## src/rtl/mole_round_scheduler.sv

```systemverilog
// Round sequencer for the whac-a-mole game FSM: LFSR mole pick, rng_ready handshake,
// level-scaled hit window and round/game-over bookkeeping. Optional: MOLE_NO_REPEAT_EN.
module mole_round_scheduler #(
    parameter int          NUM_MOLES       = 8,
    parameter int          WINDOW_CYCLES   = 50_000_000,
    parameter int          CNT_W           = 26,
    parameter int          ROUNDS_PER_GAME = 30,
    parameter logic [15:0] LFSR_SEED       = 16'hACE1
) (
    input  logic                         clk,
    input  logic                         rst_n,
    input  logic                         ready_for_mole,
    input  logic                         timeout_start,
    input  logic [1:0]                   level_select,
    input  logic                         clear_game,
    output logic                         rng_ready,
    output logic                         timeout,
    output logic [$clog2(NUM_MOLES)-1:0] mole_idx,
    output logic [NUM_MOLES-1:0]         mole_sel,
    output logic [7:0]                   rounds_done,
    output logic                         game_over
);

    localparam int               IDX_W     = $clog2(NUM_MOLES);
    localparam logic [15:0]      LFSR_MASK = 16'hB400;
    localparam logic [CNT_W-1:0] WIN_BASE  = CNT_W'(WINDOW_CYCLES);

    typedef enum logic [2:0] {S_IDLE, S_PICK, S_ARM, S_WIN, S_DONE} state_t;

    state_t           state_q, state_d;
    logic [15:0]      lfsr_q, lfsr_d;
    logic [IDX_W-1:0] pick_q, pick_d;
    logic [IDX_W-1:0] mole_idx_q, mole_idx_d;
    logic [CNT_W-1:0] cnt_q, cnt_d;
    logic             timeout_q, timeout_d;
    logic             rng_ready_q, rng_ready_d;
    logic             sel_vld_q, sel_vld_d;
    logic [7:0]       rounds_q, rounds_d;
    logic             game_over_q, game_over_d;
`ifdef MOLE_NO_REPEAT_EN
    logic [IDX_W-1:0] last_idx_q, last_idx_d;
    logic             last_valid_q, last_valid_d;
`endif

    logic [CNT_W-1:0] win_shift, win, cnt_dec;
    logic [IDX_W-1:0] raw_idx, pick_idx;
    logic [7:0]       rounds_inc;

    always_ff @(posedge clk or negedge rst_n) begin
        if (!rst_n) begin
            state_q      <= S_IDLE;
            lfsr_q       <= LFSR_SEED;
            pick_q       <= '0;
            mole_idx_q   <= '0;
            cnt_q        <= '0;
            timeout_q    <= 1'b0;
            rng_ready_q  <= 1'b0;
            sel_vld_q    <= 1'b0;
            rounds_q     <= '0;
            game_over_q  <= 1'b0;
`ifdef MOLE_NO_REPEAT_EN
            last_idx_q   <= '0;
            last_valid_q <= 1'b0;
`endif
        end else begin
            state_q      <= state_d;
            lfsr_q       <= lfsr_d;
            pick_q       <= pick_d;
            mole_idx_q   <= mole_idx_d;
            cnt_q        <= cnt_d;
            timeout_q    <= timeout_d;
            rng_ready_q  <= rng_ready_d;
            sel_vld_q    <= sel_vld_d;
            rounds_q     <= rounds_d;
            game_over_q  <= game_over_d;
`ifdef MOLE_NO_REPEAT_EN
            last_idx_q   <= last_idx_d;
            last_valid_q <= last_valid_d;
`endif
        end
    end

    always_comb begin
        lfsr_d     = lfsr_q[0] ? ((lfsr_q >> 1) ^ LFSR_MASK) : (lfsr_q >> 1);
        win_shift  = WIN_BASE >> level_select;
        win        = (win_shift == '0) ? CNT_W'(1) : win_shift;
        raw_idx    = IDX_W'(lfsr_q % 16'(NUM_MOLES));
        cnt_dec    = (cnt_q != '0) ? (cnt_q - 1'b1) : cnt_q;
        rounds_inc = (rounds_q == 8'hFF) ? rounds_q : (rounds_q + 8'd1);
`ifdef MOLE_NO_REPEAT_EN
        if (last_valid_q && (pick_q == last_idx_q)) begin
            pick_idx = (pick_q == IDX_W'(NUM_MOLES - 1)) ? '0 : (pick_q + 1'b1);
        end else begin
            pick_idx = pick_q;
        end
`else
        pick_idx   = pick_q;
`endif

        state_d      = state_q;
        pick_d       = pick_q;
        mole_idx_d   = mole_idx_q;
        cnt_d        = cnt_q;
        timeout_d    = timeout_q;
        rng_ready_d  = 1'b0;
        sel_vld_d    = sel_vld_q;
        rounds_d     = rounds_q;
        game_over_d  = game_over_q;
`ifdef MOLE_NO_REPEAT_EN
        last_idx_d   = last_idx_q;
        last_valid_d = last_valid_q;
`endif

        case (state_q)
            // Index sampled on the edge leaving IDLE, so a request straight out of reset uses the seed.
            S_IDLE: begin
                if (ready_for_mole) begin
                    pick_d  = raw_idx;
                    state_d = S_PICK;
                end
            end
            S_PICK: begin
                mole_idx_d   = pick_idx;
                cnt_d        = win;
                timeout_d    = 1'b1;
                rng_ready_d  = 1'b1;
                sel_vld_d    = 1'b1;
`ifdef MOLE_NO_REPEAT_EN
                last_idx_d   = pick_idx;
                last_valid_d = 1'b1;
`endif
                state_d      = S_ARM;
            end
            S_ARM: begin
                if (timeout_start) begin
                    state_d = S_WIN;
                end else if (!ready_for_mole) begin
                    timeout_d = 1'b0;
                    sel_vld_d = 1'b0;
                    state_d   = S_IDLE;
                end
            end
            S_WIN: begin
                cnt_d     = cnt_dec;
                timeout_d = (cnt_dec != '0);
                if (!timeout_start) begin
                    state_d = S_DONE;
                end
            end
            S_DONE: begin
                sel_vld_d = 1'b0;
                timeout_d = 1'b0;
                rounds_d  = rounds_inc;
                if (rounds_inc == 8'(ROUNDS_PER_GAME)) begin
                    game_over_d = 1'b1;
                end
                state_d   = S_IDLE;
            end
            default: state_d = S_IDLE;
        endcase

        // A clear in the same cycle as a round completion leaves the game fresh.
        if (clear_game) begin
            rounds_d    = '0;
            game_over_d = 1'b0;
        end
    end

    assign rng_ready   = rng_ready_q;
    assign timeout     = timeout_q;
    assign mole_idx    = mole_idx_q;
    assign mole_sel    = sel_vld_q ? (NUM_MOLES'(1) << mole_idx_q) : '0;
    assign rounds_done = rounds_q;
    assign game_over   = game_over_q;

endmodule

```

## config.mk

```make
export PLATFORM = sky130hd
export DESIGN_NAME = mole_round_scheduler
export DESIGN_NICKNAME = d
export VERILOG_FILES = /design/src/rtl/mole_round_scheduler.sv
export SDC_FILE = /design/constraint.sdc
export NUM_CORES = 1
export LEC_CHECK = 0
export ABC_AREA = 1
export ABC_CLOCK_PERIOD_IN_PS = 2800
export CAP_MARGIN = 20
export CORE_AREA = 2 2 105 107
export CTS_CLUSTER_SIZE = 14
export DETAILED_ROUTE_END_ITERATION = 16
export DIE_AREA = 0 0 107 109
export PLACE_DENSITY = 0.57
export SETUP_SLACK_MARGIN = 0.2
export SYNTH_ARGS = -nofsm -noshare
export SYNTH_HDL_FRONTEND = slang
export SYNTH_SLANG_ARGS = --single-unit
```

## constraint.sdc

```tcl
create_clock -name clk -period 2.8 [get_ports clk]
set_input_delay 0.56 -clock clk [delete_from_list [all_inputs] [get_ports clk]]
set_output_delay 0.56 -clock clk [all_outputs]
set_load 0.03 [all_outputs]
```

==> results by stage <==
Critical path:
- The setup slack on the worst flop-to-flop path is 500 ps.
- The first element of the critical path is cnt_q[0]$_DFFE_PN0P_.
- The worst reg2reg path depth is 14.
- Data on the critical path is required at its endpoint by a little over 3000 ps.
- The worst setup path is captured at a register.
- Walking the worst path, the cells encountered are inv_1, ha_1, nand2_1, nor2_2, nand2_1, xor2_1, nand2_1, nand2_1, nor2_1, nand2_1, nor2_1, nand2_1, nand2_1, nand2_1.
- The maximum fanout along the worst path is 6.
- The start-to-end type of the worst setup path is reg -> reg.
- The kind of launch point of the worst setup path is a register.
- The capturing point of the worst reg2reg path is timeout$_DFFE_PN0P_.
- The library cell appearing most often on the critical path is sky130_fd_sc_hd__nand2_1.
- The largest single stage delay on the critical path is 380 ps.
- The reg-to-reg critical path startpoint is cnt_q[0]$_DFFE_PN0P_.
- The largest individual stage delay along the critical path comes from the cell sky130_fd_sc_hd__dfrtp_1.
- The capture point of the worst path is timeout$_DFFE_PN0P_.
- At the worst endpoint, the arrival time is 2540 ps.

Power and ir drop:
- The sequential share of power is 35.0%.
- The switching power share of the total is 44.96%.
- The leakage power total is 2.005 nW.
- The portion of total power attributed to combinational logic is between 40% and 50%.
- The worst IR drop on VDD is 0.3500 mV.
- The total power per unit cell area is 919.8 nW/µm².
- The overall power is slightly below 4 mW.
- The power share of the clock group is 23.2%.
- The cell-internal power is around 2.2 mW.
- Summed over all nets, the switching power comes to 1.768 mW.

Global route:
- The maximum number of pins on one net before global-route repair is between 60 and 70.
- The via count of the first global-routing pass was 3,194.
- The overall overflow remaining after global route is 0.
- The number of antenna violations at the first check in global routing was 0.
- The global routing usage summed across all routing layers is 17.43%.
- The wire length of the first global-routing pass is roughly 16,000 µm.

Logic synthesis:
- The compound-cell area share of the yosys netlist is 10.49%.
- The synthesized design spends more area on one cell type than any other, namely sky130_fd_sc_hd__dfrtp_1.
- The combinational family with the most area after synthesis is simple AND/OR/NAND/NOR gates.
- The cell area that synthesis handed to floorplanning was 3590 µm².
- After Yosys synthesis, XOR and XNOR cells account for 4.148% of the synthesized area.
- Counting every net in the synthesized netlist gives 484.
- The synthesis-stage register bit count is 63.
- The area share of fa/ha/maj cells after synthesis is 1.394%.
- Sorting the synthesized cells by area gives the leading types as sky130_fd_sc_hd__dfrtp_1 38%, sky130_fd_sc_hd__nand2_1 13%, sky130_fd_sc_hd__nor2_1 6.7%.
- The number of distinct library cells after synthesis is 33.
- In this run the mean area of a mapped cell was 7.589 µm².
- Multiplexer cells account for 0.9411% of the synthesized area.
- The simple-gate area share of the yosys netlist is a little under a third.
- The share of the Yosys chip area taken by registers is 44.20%.
- Of the post-synthesis cell area, the dominant cell type holds between 30% and 40%.
- The number of instances in the synthesized netlist is 473.
- The yosys synthesis warning count is 0.

Clock tree:
- Clock tree synthesis found a total of 63 sinks.
- The register clock-pin slew on the reported worst setup and hold paths is around 80 ps.
- In this run, CTS created clock tree buffers numbering 9.
- In this run the number of H-tree levels came out at 3.
- The number of post-CTS setup repair buffers is 0.
- TritonCTS built the clock tree.
- The number of hold-repair buffers added at the cts stage is 0.
- In this run the clock root is driven by a sky130_fd_sc_hd__clkbuf_8.
- The number of buffers on the longest clock path is 2.
- The clock network latency to the later pin of the worst-skew pair is 350 ps.
- The count of instances resized after the clock tree is built is 0.

Timing:
- Counting I/O delays and the setup requirement, the final critical path takes 2299 ps.
- Adding up every negative setup slack in the final design gives 0 ps.
- The hold violation total from the final report was 0.
- The final period utilization is 82.10%.
- The worst pin sits at a relative slew slack of 59.54%.
- The setup violation total in the final timing report is 0.
- For the pin with the worst max-slew slack, the measured transition is 606.2 ps.
- Based on the critical path, the design can be clocked at up to 435.0 MHz.
- Setup repair after global routing left no endpoint under its margin.
- The worst-case setup margin in the final layout is 501.1 ps.
- The clock arrives with 10.70 ps of skew.
- The number of slew-limit violations in the final report is 0.

Floorplanning:
- The top-level port count is 29.
- The die extent in x is 107 µm.
- In this run the core area contains 38 standard-cell rows.
- The die area is between 10,000 and 15,000 µm².
- The initial core utilization is approximately 34%.
- Measured along the y axis, the die boundary spans 109 µm.
- In this run the standard cell core region covers 10,600 µm².

Finish:
- Summing all non-filler instances in the final layout gives an area of 4275 µm².
- The share of the core filled with cells is 40.32%.
- 0 antenna diodes ended up in the layout.
- The layout has 1,110 filler cells.
- The multi-input logic area is 1747 µm².
- The final-stage net count is 520.
- The share of layout cells above drive strength 1 is 11.09%.
- Leaving out fill and tap cells, the most frequent cells in the layout are 120 x sky130_fd_sc_hd__nand2_1, 64 x sky130_fd_sc_hd__nor2_1, 57 x sky130_fd_sc_hd__inv_1.
- Leaving out fill and tap cells, the most frequent cell in the layout is sky130_fd_sc_hd__nand2_1.
- The layout overhead on the synthesized area is 19.10%.
- The area used by sequential logic in the layout is ~1600 µm².

Drt:
- After detailed routing, the number of vias per cell comes to 4.989.
- The final antenna-violating net count is 0.
- The post-detailed-route DRC marker count is 0.
- The detailed router finished its first iteration with 163 violations.
- The total number of vias is 3,263.
- The detailed-route wire length per cell is 14.42 µm.
- The count of TritonRoute iterations in the first routing pass is 4.
- The final wirelength is 9429 µm.

Placed design:
- At the end of routability-driven placement, the weighted congestion stood at 0.8720.
- The port buffer count is 28.
- The worst setup slack before clock tree synthesis is 511.5 ps.
- Summing all placed instances gives a cell area of 4048 µm².
- The wire-length estimate of the detail-placed layout is 6774 µm.

Run:
- Max-cap violations in this run came to 0.

Worst hold path:
- The path class of the tightest hold or removal check is in -> async.

Outcome:
- The flow ran to the end, and the final reports show no timing, DRC or antenna violations.
[kinds of logic after synthesis]
| logic type | count (synthesis) |
|---|---|
| DFF | 63 |
| xor gates and xnor gates | 17 |
| buffers and inverters | 66 |
| adders and majority gates | 4 |
| and+or+nand+nor | 254 |
| muxes | 3 |
| AOI/OAI and AO/OA | 66 |
[state kept, by name, summed over array words and instances, names as in the netlist]
signal and count:
rounds_done 8, lfsr_q 16, cnt_q 26, sel_vld_q 1, rng_ready 1, state_q 3
timeout 1, game_over 1, pick_idx 3, mole_idx 3
[layer usage]
layer | GRT usage (%) | part of all wire, % | up-vias
met2 | 28.30 | 47 | 99
met4 | 8.442 | 3.3 | 0
met5 | 0 | 0 | -
met1 | 22.17 | 43 | 1539
met3 | 3.706 | 6.7 | 24
li1 | - | - | 1601
[synth_stat cells]
cell type	n
sky130_fd_sc_hd__o22ai_1	9
sky130_fd_sc_hd__nor2_2	12
sky130_fd_sc_hd__or3_1	1
sky130_fd_sc_hd__mux2_2	3
sky130_fd_sc_hd__buf_2	1
sky130_fd_sc_hd__a21oi_1	13
sky130_fd_sc_hd__nand3b_1	1
sky130_fd_sc_hd__dfstp_2	8
sky130_fd_sc_hd__o21ai_1	2
sky130_fd_sc_hd__nand2_2	5
sky130_fd_sc_hd__xor2_1	17
sky130_fd_sc_hd__nor3_1	4
sky130_fd_sc_hd__nor2_8	1
sky130_fd_sc_hd__nand4_4	1
sky130_fd_sc_hd__buf_6	1
sky130_fd_sc_hd__o31ai_1	3
sky130_fd_sc_hd__inv_2	2
sky130_fd_sc_hd__a31oi_1	1
sky130_fd_sc_hd__nand2_1	120
sky130_fd_sc_hd__o221ai_1	2
sky130_fd_sc_hd__nor2_4	4
sky130_fd_sc_hd__a211o_1	1
sky130_fd_sc_hd__nand3_1	29
sky130_fd_sc_hd__a32o_1	1
sky130_fd_sc_hd__inv_1	57
sky130_fd_sc_hd__nor2_1	64
sky130_fd_sc_hd__a22oi_1	3
sky130_fd_sc_hd__dfrtp_1	55
sky130_fd_sc_hd__o21ai_0	30
sky130_fd_sc_hd__ha_1	4
sky130_fd_sc_hd__nand4_1	12
sky130_fd_sc_hd__a211oi_1	1
sky130_fd_sc_hd__clkbuf_1	5
[metrics by stage]
step / hold slack [ps] / instances
final: 196.1 / 654
after global routing: 243.7 / 654
after CTS: 224.9 / 654
after detailed placement: 337.1 / 638
after global placement: 339.5 / 638
after floorplan: 264.4 / 473
[worst min-delay path by stage]
stage / from / endpoint / cells after the start
final: rst_n / cnt_q[13]$_DFFE_PN0P_ / 2
after global routing: rst_n / cnt_q[13]$_DFFE_PN0P_ / 2
after global placement: lfsr_q[3]$_DFF_PN0_ / lfsr_q[2]$_DFF_PN0_ / 0
after CTS: rst_n / cnt_q[13]$_DFFE_PN0P_ / 2
after floorplan: rst_n / cnt_q[0]$_DFFE_PN0P_ / 0
after detailed placement: lfsr_q[3]$_DFF_PN0_ / lfsr_q[2]$_DFF_PN0_ / 0
[worst max-delay path, delay by kind of cell, from the launching register on]
kind | cells | cell delay [ps]
xor+xnor | 1 | 140
fa+ha+maj | 1 | 330
buf+inv | 1 | 170
flops | 1 | 380
simple gates | 11 | 1150
[layout make-up]
class                      count  share of cell area (%)
clock buffer                   9                   2.897
clock inverter                 7                   2.429
inverter                      59                   5.180
multi-input combinational    344                   40.85
sequential                    63                   37.11
tap                          140                   4.097
timing repair buffer          32                   7.433
[power by group through the flow]
stage / clock network, mW / registers (mW) / logic, mW
finish: 0.913 / 1.37 / 1.65
global route: 0.979 / 1.40 / 1.87
CTS: 0.942 / 1.37 / 1.64
detailed placement: 0 / 1.39 / 1.63
global placement: 0 / 1.38 / 1.62
floorplan: 0 / 1.34 / 1.15
No activity file was read; power rests on OpenSTA's default activity.
